--- src/rtl/pll_sup_pkg.sv ---
// Shared types, defaults and helper functions for the PLL lock supervisor.
package pll_sup_pkg;

   localparam int unsigned STATE_W = 3;

   // FSM encodings; values are visible on the debug state port.
   typedef enum logic [STATE_W-1:0] {
      ST_RESET_PLL = 3'd0,
      ST_ACQUIRE   = 3'd1,
      ST_STABLE    = 3'd2,
      ST_RELEASE   = 3'd3,
      ST_RUN       = 3'd4,
      ST_FAULT     = 3'd5
   } pll_state_e;

   // Default timing for a 25 MHz reference clock.
   localparam int unsigned REF_CLK_HZ         = 25_000_000;
   localparam int unsigned DEF_N_RST          = 4;
   localparam int unsigned DEF_PLL_RST_CYCLES = 16;
   localparam int unsigned DEF_ACQ_TIMEOUT    = REF_CLK_HZ / 1000;   // 1 ms
   localparam int unsigned DEF_STABLE_CYCLES  = REF_CLK_HZ / 10000;  // 100 us
   localparam int unsigned DEF_RST_STAGGER    = 8;
   localparam int unsigned DEF_MAX_RETRIES    = 3;
   localparam int unsigned DEF_CNT_W          = 8;

   // Ceiling log2; clog2(0) = clog2(1) = 0.
   function automatic int unsigned clog2(input int unsigned v);
      int unsigned r;
      r = 0;
      while ((r < 32) && ((64'd1 << r) < 64'(v))) begin
         r = r + 1;
      end
      return r;
   endfunction

   // Larger of two unsigned values, for width derivation.
   function automatic int unsigned max2(input int unsigned a, input int unsigned b);
      return (a > b) ? a : b;
   endfunction

endpackage

--- src/rtl/sync2.sv ---
// Two-flop synchroniser for asynchronous level inputs.
module sync2 #(
   parameter int unsigned W = 1
) (
   input  logic         clk,
   input  logic         rst_n,
   input  logic [W-1:0] d,
   output logic [W-1:0] q
);

   logic [W-1:0] meta_d;
   logic [W-1:0] meta_q;
   logic [W-1:0] sync_d;
   logic [W-1:0] sync_q;

   // Shift chain: input -> metastability flop -> output flop.
   always_comb begin
      meta_d = d;
      sync_d = meta_q;
   end

   // Synchroniser flops, cleared by reset.
   always_ff @(posedge clk or negedge rst_n) begin
      if (!rst_n) begin
         meta_q <= '0;
         sync_q <= '0;
      end else begin
         meta_q <= meta_d;
         sync_q <= sync_d;
      end
   end

   assign q = sync_q;

endmodule

--- src/rtl/pll_lock_supervisor.sv ---
// PLL RST sequencing, lock qualification and staggered downstream reset release.
module pll_lock_supervisor
   import pll_sup_pkg::*;
#(
   parameter int unsigned N_RST          = DEF_N_RST,
   parameter int unsigned PLL_RST_CYCLES = DEF_PLL_RST_CYCLES,
   parameter int unsigned ACQ_TIMEOUT    = DEF_ACQ_TIMEOUT,
   parameter int unsigned STABLE_CYCLES  = DEF_STABLE_CYCLES,
   parameter int unsigned RST_STAGGER    = DEF_RST_STAGGER,
   parameter int unsigned MAX_RETRIES    = DEF_MAX_RETRIES,
   parameter int unsigned CNT_W          = DEF_CNT_W
) (
   input  logic             in_clk,
   input  logic             in_rst_n,
   input  logic             pll_locked,
   input  logic             relock_req,
   output logic             pll_rst,
   output logic [N_RST-1:0] rst_n_out,
   output logic             ready,
   output logic             fault,
   output logic [CNT_W-1:0] loss_count,
   output logic [2:0]       state
);

   localparam int unsigned TMR_MAX = max2(max2(ACQ_TIMEOUT, STABLE_CYCLES),
                                          max2(PLL_RST_CYCLES, N_RST * RST_STAGGER));
   localparam int unsigned TMR_W   = max2(1, clog2(TMR_MAX));
   localparam int unsigned RETRY_W = max2(1, clog2(MAX_RETRIES + 1));

   // Last timer value of each timed phase.
   localparam logic [TMR_W-1:0]   T_RST_END    = TMR_W'(PLL_RST_CYCLES - 1);
   localparam logic [TMR_W-1:0]   T_ACQ_END    = TMR_W'(ACQ_TIMEOUT - 1);
   localparam logic [TMR_W-1:0]   T_STABLE_END = TMR_W'(STABLE_CYCLES - 1);
   localparam logic [TMR_W-1:0]   T_REL_END    = TMR_W'((N_RST - 1) * RST_STAGGER);
   localparam logic [RETRY_W-1:0] R_MAX        = RETRY_W'(MAX_RETRIES);

   pll_state_e          state_d, state_q;
   logic [TMR_W-1:0]    tmr_d, tmr_q;
   logic [RETRY_W-1:0]  retry_d, retry_q;
   logic [CNT_W-1:0]    loss_d, loss_q;
   logic                pll_rst_d, pll_rst_q;
   logic [N_RST-1:0]    rst_n_out_d, rst_n_out_q;
   logic                ready_d, ready_q;
   logic                fault_d, fault_q;

   logic                lock_s;
   logic                lost_c;
   logic [N_RST-1:0]    rel_mask_c;

   // Bring the asynchronous PLL LOCK into the reference clock domain.
   sync2 #(
      .W (1)
   ) u_lock_sync (
      .clk   (in_clk),
      .rst_n (in_rst_n),
      .d     (pll_locked),
      .q     (lock_s)
   );

   // Bits whose release slot has been reached for the upcoming timer value.
   for (genvar g = 0; g < N_RST; g++) begin : g_rel
      if (g == 0) begin : g_first
         assign rel_mask_c[g] = 1'b1;
      end else begin : g_rest
         assign rel_mask_c[g] = (tmr_d >= TMR_W'(g * RST_STAGGER));
      end
   end

   // Next state, retry/loss accounting and shared timer.
   always_comb begin
      state_d = state_q;
      retry_d = retry_q;
      loss_d  = loss_q;
      tmr_d   = tmr_q;
      lost_c  = 1'b0;

      case (state_q)
         ST_RESET_PLL: begin
            if (tmr_q == T_RST_END) state_d = ST_ACQUIRE;
         end
         ST_ACQUIRE: begin
            if (lock_s) begin
               state_d = ST_STABLE;
            end else if (tmr_q == T_ACQ_END) begin
               retry_d = retry_q + RETRY_W'(1);
               state_d = (retry_d == R_MAX) ? ST_FAULT : ST_RESET_PLL;
            end
         end
         ST_STABLE: begin
            // A dropout restarts acquisition without charging a retry.
            if (!lock_s)                    state_d = ST_ACQUIRE;
            else if (tmr_q == T_STABLE_END) state_d = ST_RELEASE;
         end
         ST_RELEASE: begin
            if (!lock_s)                 lost_c  = 1'b1;
            else if (tmr_q == T_REL_END) state_d = ST_RUN;
         end
         ST_RUN: begin
            retry_d = '0;
            if (!lock_s) lost_c = 1'b1;
         end
         ST_FAULT: begin
            state_d = ST_FAULT;
         end
         default: begin
            state_d = ST_RESET_PLL;
         end
      endcase

      // Lock lost after qualification: count it and re-acquire from scratch.
      if (lost_c) begin
         state_d = ST_RESET_PLL;
         if (loss_q != '1) loss_d = loss_q + CNT_W'(1);
      end

      // Software restart overrides everything, including a same-cycle loss.
      if (relock_req) begin
         state_d = ST_RESET_PLL;
         retry_d = '0;
         loss_d  = loss_q;
      end

      // Timer restarts on every state entry and saturates otherwise.
      if (relock_req || (state_d != state_q)) tmr_d = '0;
      else if (tmr_q != '1)                   tmr_d = tmr_q + TMR_W'(1);
   end

   // Output decode from the upcoming state so every output is registered.
   always_comb begin
      pll_rst_d   = 1'b0;
      rst_n_out_d = '0;
      ready_d     = 1'b0;
      fault_d     = 1'b0;
      case (state_d)
         ST_RESET_PLL: pll_rst_d = 1'b1;
         ST_RELEASE:   rst_n_out_d = rel_mask_c;
         ST_RUN: begin
            rst_n_out_d = '1;
            ready_d     = 1'b1;
         end
         ST_FAULT: begin
            pll_rst_d = 1'b1;
            fault_d   = 1'b1;
         end
         default: ;
      endcase
   end

   // State, counters and registered outputs.
   always_ff @(posedge in_clk or negedge in_rst_n) begin
      if (!in_rst_n) begin
         state_q     <= ST_RESET_PLL;
         tmr_q       <= '0;
         retry_q     <= '0;
         loss_q      <= '0;
         pll_rst_q   <= 1'b1;
         rst_n_out_q <= '0;
         ready_q     <= 1'b0;
         fault_q     <= 1'b0;
      end else begin
         state_q     <= state_d;
         tmr_q       <= tmr_d;
         retry_q     <= retry_d;
         loss_q      <= loss_d;
         pll_rst_q   <= pll_rst_d;
         rst_n_out_q <= rst_n_out_d;
         ready_q     <= ready_d;
         fault_q     <= fault_d;
      end
   end

   assign pll_rst    = pll_rst_q;
   assign rst_n_out  = rst_n_out_q;
   assign ready      = ready_q;
   assign fault      = fault_q;
   assign loss_count = loss_q;
   assign state      = state_q;

endmodule

--- config.mk ---
export PLATFORM = sky130hd
export DESIGN_NAME = pll_lock_supervisor
export DESIGN_NICKNAME = d
export VERILOG_FILES = /design/src/rtl/pll_sup_pkg.sv /design/src/rtl/sync2.sv /design/src/rtl/pll_lock_supervisor.sv
export SDC_FILE = /design/constraint.sdc
export NUM_CORES = 1
export LEC_CHECK = 0
export BUFFER_PORTS_ARGS = -buffer_cell sky130_fd_sc_hd__buf_4
export CORE_ASPECT_RATIO = 0.75
export CORE_UTILIZATION = 45
export CTS_CLUSTER_DIAMETER = 80
export DETAILED_ROUTE_END_ITERATION = 8
export GPL_TIMING_DRIVEN = 0
export PLACE_DENSITY = 0.59
export SLEW_MARGIN = 30
export SYNTH_ARGS = -nofsm -noshare
export SYNTH_HDL_FRONTEND = slang
export SYNTH_HIERARCHICAL = 1
export SYNTH_SLANG_ARGS = --single-unit
--- constraint.sdc ---
create_clock -name in_clk -period 4.22 [get_ports in_clk]
set_clock_uncertainty 0.05 [all_clocks]
set_input_delay 0.211 -clock in_clk [delete_from_list [all_inputs] [get_ports in_clk]]
set_output_delay 0.211 -clock in_clk [all_outputs]
set_load 0.1 [all_outputs]
==> flow_summary.yaml, run 1 <==
floorplanning:
  die_w_um: 82.8
  start_util_pct: 48.2
  dieHeight_um: 62.6
  rows: 21
  ios: 22
  dieArea_mm2: 0.00519
  core_area_mm2: 0.00457
logic_synthesis:
  yosysTopAreaCell: "dfrtp_1"
  ys.flop_type: "dfrtp_1"
  synth_cells: 240
  yosysWarnings: 6
  synth_edf_count: 0
  ys_types: 51
  syn-num-nets: 248
  syn-cell-area_mm2: 0.00220
  async_flop_share_pct: 100
  yosysTopAreaCellShare_pct: 40.9
  syn_avg_cell_area_um2: 9.19
  synth-seq-cells: 37
  synthTopCellsByArea: "dfrtp_1 (41%), xnor2_1 (4.8%), nor2_1 (3.9%)"
  yosysSeqAreaShare_pct: 42.1
critical_path:
  arrival_ns: 2.92
  cp_cell_sequence: "clkbuf_1 -> nand4_1 -> or4_1 -> clkbuf_1 -> nand4_1 -> mux2i_1 -> a41o_1 -> o211ai_1"
  critPathTopFamily: "simple AND/OR/NAND/NOR gates"
  critPathMaxFanout: 10
  critical_path_required_ns: 4.32
  crit_type: "reg -> reg"
  end_kind: "register"
  startpoint_type: "register"
  path_buf_inv: 2
  cpPeakStageDelay_ns: 0.51
  slowest_stage: "or4_1"
clock_network:
  ctsLongestPathBuffers: 2
  cts.clk_slew.worst_paths_ns: 0.07
  htree_levels: 2
  cts_resized: 0
  cts_tree: "yes"
  clk_latency_ns: 0.28
  cts.sink_count: 37
  root_buffer: "clkbuf_8"
  cts_buffers: 5
power_and_ir_drop:
  power.leakage_nw: 1.11
  ir_drop_mv: 0.173
  power.density_mw_per_mm2: 254
finish:
  num-fill-cells: 417
  antennaDiodeCount: 0
  final_nets: 278
  syn2layout_area_growth_pct: 15.4
  seq_area_um2: 927
  final_layout_size_suffix_gt1_share_pct: 17.0
  multi_input_area_mm2: 0.00117
routing:
  wl_um: 4910
  drc: 0
  drt_iter0_drc: 108
  ant_nets: 0
  firstDrtPassIters: 4
  wl_per_cell_um: 15.0
  vias: 1874
  vias_per_cell: 5.71
place:
  dp_hpwl_um: 3620
  gp_congestion: 0.909
  port_buffers: 21
  dp_slack_ns: 1.41
global_routing:
  grt_overflow: 0
  grt_antenna_before_repair: 0
  track_usage_pct: 20.4
  grt_pass1_wl_um: 8360
  first_global_vias: 1660
  grt_max_degree: 38
sta:
  fin_setup_tns_ns: 0
  max_freq_ghz: 0.355
  relSlewSlack_pct: 56.3
  finalMaxSlewViolations: 0
  setup_violations: 0
  finalCritPeriodShare_pct: 66.7
  tightestPinTransition_ns: 0.650
  finalWorstSetupSlack_ns: 1.41
  hold_violations: 0
  fin_crit_ns: 2.81
  rsz0062_at_grt: "no"
status:
  status: "complete, no violations"
hold_path:
  hold_path.class: "in -> reg"
flow_run:
  maxCapViolations: 0
## layout by cell type, fill, tap and decap left out, types with 2 or more instances in the layout
| master | instances |
|---|---|
| dfrtp_1 | 36 |
| nor2_1 | 23 |
| buf_4 | 21 |
| clkbuf_1 | 15 |
| nand2_1 | 15 |
| nand4_1 | 12 |
| a21oi_1 | 12 |
| xnor2_1 | 12 |
| nor4_1 | 9 |
| nand3_1 | 9 |
| inv_1 | 8 |
| and3_1 | 8 |
| nor3_1 | 7 |
| clkbuf_8 | 6 |
| o21ai_0 | 5 |
| and2_1 | 4 |
| o211ai_1 | 4 |
| xor2_1 | 4 |
| ha_1 | 4 |
| nor2b_1 | 3 |
| and4b_1 | 3 |
| and4_1 | 3 |
| or4_1 | 3 |
| mux2i_1 | 3 |
| a31oi_1 | 3 |
| mux2_2 | 3 |
| buf_6 | 2 |
| buf_2 | 2 |
| o21ai_1 | 2 |
| o31ai_1 | 2 |
| nor2_2 | 2 |
| a211oi_1 | 2 |
| nor3b_1 | 2 |
| dlygate4sd3_1 | 2 |
## power by group
part           internal (mW)  switching, mW  leakage [nW]
combinational         0.0102         0.0221         0.561
sequential             0.358        0.00401         0.504
clock                  0.133          0.118        0.0455
## worst register-to-register path: stages (launching register included)
cell	delay, ns
dfrtp_1	0.41
clkbuf_1	0.32
nand4_1	0.26
or4_1	0.52
clkbuf_1	0.27
nand4_1	0.24
mux2i_1	0.21
a41o_1	0.29
o211ai_1	0.12
## synthesized netlist by cell type (all sizes together) (4+ instances only)
library cell / instances
nor2: 25
dfrtp: 36
nand4: 12
nand2: 15
nor4: 10
nor3: 7
and2: 5
a21oi: 12
ha: 4
xnor2: 12
o21ai: 7
clkbuf: 13
and3: 9
nand3: 9
xor2: 4
inv: 8
o211ai: 4
buf: 4
## cell type report
type,count,area share [%]
buffer,17,3.20
timing repair buffer,23,6.98
multi-input combinational,178,45.8
sequential,37,36.4
clock buffer,8,3.54
tap,57,2.80
inverter,8,1.18
## metrics by stage
step | util (%) | std cells | area (um2) | hold slack [ns] | total power, mW
final | 55.6 | 328 | 2540 | 0.0870 | 0.645
after global routing | 55.6 | 328 | 2540 | 0.0852 | 0.676
after CTS | 55.6 | 328 | 2540 | 0.0840 | 0.656
after detailed placement | 53.2 | 318 | 2430 | 0.158 | 0.401
after global placement | 53.2 | 318 | 2430 | 0.156 | 0.401
after floorplan | - | 240 | 2200 | -0.135 | 0.385
## flip-flops by register name (all words and copies together) (netlist names)
signal	flops
fault	1
u_lock_sync/meta_q	1
loss_count	8
rst_n_out	4
state	3
tmr_q	15
retry_q	2
ready	1
pll_rst	1
u_lock_sync/q	1
## final timing paths
check                      cells past startpoint               start  slack (ns)             to
max in group asynchronous                      2            in_rst_n        3.39        pll_rst
min reg2reg                                    0  u_lock_sync/meta_q        0.30  u_lock_sync/q
min in group asynchronous                      2            in_rst_n        0.37       tmr_q[3]
max                                            8            tmr_q[4]        1.41   rst_n_out[2]
max reg2reg                                    8            tmr_q[4]        1.41   rst_n_out[2]
min                                            2          relock_req        0.09     retry_q[0]
## layer usage
metal | track usage [%] | vias to the layer above | wire length, um
li1 | - | 934 | -
met4 | 5.82 | 0 | 24
met3 | 5.42 | 2 | 405
met1 | 31.6 | 877 | 2530
met5 | 0 | - | 0
met2 | 27.5 | 61 | 1950
## cells by family (layout without fill, tap and decap cells)
kind of cell / after synthesis / after routing / synth area share, %
and+or+nand+nor: 111 / 111 / 29.1
AOI/OAI and AO/OA: 41 / 41 / 12.3
DFF: 37 / 37 / 42.1
buffers and inverters: 25 / 56 / 5.05
xor gates and xnor gates: 16 / 16 / 6.36
muxes: 6 / 6 / 2.89
adders and majority gates: 4 / 4 / 2.27
## repair_timing
item                      4_1_cts  5_1_grt
hold endpoints to repair       37        0
setup buffers                   0        0
hold buffers                    2        0
(Power assumes the default switching activity.)
==> run 2: changes to the inputs <==
ABC_AREA = 1   (was not set)
clock period = 2.8 ns   (was 4.22 ns; I/O delays follow)
==> run 2 against run 1 <==
Net effect:
- first-iteration DRC count grew 32%
- cell area is 8.1% higher
- combinational power rose by 52%
- setup slack worse by 1.1 ns
- fmax increased by 11%
- final cell count is 22% higher
==> flow_summary.yaml, run 2 <==
place:
  place_area_mm2: 0.00259
  dp_hpwl_um: 4040
  placedCellCount: 388
  gp_congestion: 0.852
  port_buffers: 21
  dp_slack_ns: 0.251
sta:
  relSlewSlack_pct: 65.1
  max_freq_ghz: 0.394
  finalCritPeriodShare_pct: 90.7
  finalMaxSlewViolations: 0
  setup_violations: 0
  tightestPinTransition_ns: 0.517
  finalWorstSetupSlack_ns: 0.260
  fin_setup_tns_ns: 0
  rsz0062_at_grt: "no"
  fin_crit_ns: 2.54
  fin_hold_ws_ns: 0.300
  hold_violations: 0
finish:
  design_area_mm2: 0.00275
  multi_input_area_mm2: 0.00124
  num-fill-cells: 465
  layout_common_cells: "nand2_1 (64), nor2_1 (41), nand3_1 (38), dfrtp_1 (36), inv_1 (35)"
  instances_no_fill: 399
  final_layout_size_suffix_gt1_share_pct: 21.8
  antennaDiodeCount: 0
  final_common_cell: "nand2_1"
  utilization_pct: 55.5
  final_nets: 346
  regMostFlops: "tmr_q"
  syn2layout_area_growth_pct: 16.7
  largest_reg_flops: 15
  seq_area_um2: 927
clock_network:
  clk_latency_ns: 0.29
  cts_buffers: 5
  htree_levels: 2
  cts_tree: "yes"
  ctsLongestPathBuffers: 2
  cts.clk_slew.worst_paths_ns: 0.07
  cts_setup_buffers: 0
  cts.sink_count: 37
  root_buffer: "clkbuf_8"
power_and_ir_drop:
  ir_drop_mv: 0.228
  p_total_mw: 1.07
  power.leakage_nw: 1.37
  power.density_mw_per_mm2: 391
logic_synthesis:
  ys_types: 36
  syn-cell-area_mm2: 0.00236
  synth-seq-cells: 37
  synthTopCellsByArea: "dfrtp_1 (38%), nand2_1 (10%), nand3_1 (8.1%)"
  synth_xor_area_share_pct: 3.72
  yosysWarnings: 6
  netlist_top_cells_count: "nand2_1 (64), nor2_1 (41), nand3_1 (38), dfrtp_1 (36), inv_1 (35)"
  synth_edf_count: 0
  yosysTopAreaCell: "dfrtp_1"
  synthMuxAreaShare_pct: 0.478
  yosysTopAreaCellShare_pct: 38.2
  yosysSeqAreaShare_pct: 39.4
  synth_cells: 307
  synthAdderAreaFrac_pct: 2.12
  synth-compound-area-share_pct: 10.0
  yosysMostFrequentCell: "nand2_1"
  async_flop_share_pct: 100
  ys.flop_type: "dfrtp_1"
  synth_top_family_by_area: "simple AND/OR/NAND/NOR gates"
  syn_avg_cell_area_um2: 7.67
  syn-num-nets: 315
  synth-simple-area-share_pct: 35.7
routing:
  wl_per_cell_um: 13.2
  vias_per_cell: 5.21
  wl_um: 5270
  ant_nets: 0
  drc: 0
  firstDrtPassIters: 4
  vias: 2077
  drt_iter0_drc: 143
critical_path:
  rr_worst_depth: 12
  cp_cell_sequence: "ha_1 -> nand2_1 -> inv_1 -> nand3_1 -> nor2_1 -> nand2_1 -> nand2_1 -> nand3_1 -> o41ai_2 -> nand3_1 -> nand2_1 -> nand2_1"
  arrival_ns: 2.67
  crit_start: "tmr_q[0]"
  reg2reg_slack_ns: 0.26
  crit_type: "reg -> reg"
  endpoint: "rst_n_out[3]"
  crit_top_cell: "nand2_1"
  slowest_stage: "o41ai_2"
  r2r_end: "rst_n_out[3]"
  end_kind: "register"
  startpoint_type: "register"
  r2r_start: "tmr_q[0]"
  critPathMaxFanout: 5
  critical_path_required_ns: 2.93
  cpPeakStageDelay_ns: 0.51
global_routing:
  grt_antenna_before_repair: 0
  track_usage_pct: 20.7
  first_global_vias: 1838
  grt_max_degree: 38
  grt_pass1_wl_um: 8710
  grt_overflow: 0
floorplanning:
  rows: 22
  start_util_pct: 47.6
  dieArea_mm2: 0.00553
  dieHeight_um: 64.7
  die_w_um: 85.6
  ios: 22
  core_area_mm2: 0.00495
status:
  status: "complete, no violations"
flow_run:
  maxCapViolations: 0
hold_path:
  hold_path.class: "in -> async"
-- run 2: cell count changes in the layout (fill, tap and decap cells not counted), moves of 7 or more --
cell | before | now
nor4_1 | 9 | 1
inv_2 | 0 | 9
nor2_1 | 23 | 41
nand2_2 | 0 | 7
inv_1 | 8 | 35
nand3_1 | 9 | 38
nand2_1 | 15 | 64
a21oi_1 | 12 | 2
and3_1 | 8 | 0
clkbuf_1 | 15 | 1
xnor2_1 | 12 | 5
-- run 2: logic make-up (layout without fill, tap and decap cells) --
family,Yosys count,in the layout
compound gates,27,27
xor+xnor,10,10
fa+ha+maj,4,4
buf+inv,49,81
flops,37,37
mux,1,1
simple gates,179,179
-- run 2: cell type report --
type	count	area share, %
tap	60	2.73
clock buffer	7	3.14
sequential	37	33.7
buffer	5	1.46
clock inverter	1	1.09
timing repair buffer	24	6.82
multi-input combinational	221	45.0
inverter	44	6.01
-- run 2: report_power, final --
part           total [mW]  switching (mW)  internal (mW)
Clock               0.479           0.189          0.290
Sequential          0.546         0.00670          0.539
Combinational      0.0490          0.0321         0.0169
Total                1.07           0.228          0.846
-- run 2: metal layers --
metal | wire (um) | share of wire, % | global-route usage [%]
met1 | 2840 | 54 | 30.5
met2 | 2130 | 40 | 29.0
met3 | 239 | 4.5 | 4.84
met4 | 63 | 1.2 | 7.92
met5 | 0 | 0 | 0
-- run 2: worst max-delay path, delay by kind of cell (launching register included) --
| kind | cells | cell delay [ns] |
|---|---|---|
| flip-flops | 1 | 0.41 |
| buffers and inverters | 1 | 0.10 |
| AO/OA/AOI/OAI | 1 | 0.51 |
| adder cells (fa/ha/maj) | 1 | 0.29 |
| AND/OR/NAND/NOR | 9 | 1.08 |
-- run 2: timing repair --
action | CTS | global route
hold endpoints to repair | 38 | 0
hold buffers | 3 | 0
resized for setup | 0 | 3
endpoints found under the setup margin | 0 | 5
-- run 2: worst min-delay path by stage --
stage / endpoint / cells after the start
floorplan: fault / 0
CTS: u_lock_sync/q / 0
global placement: tmr_q[10] / 1
detailed placement: tmr_q[10] / 1
global route: u_lock_sync/q / 0
finish: tmr_q[7] / 2
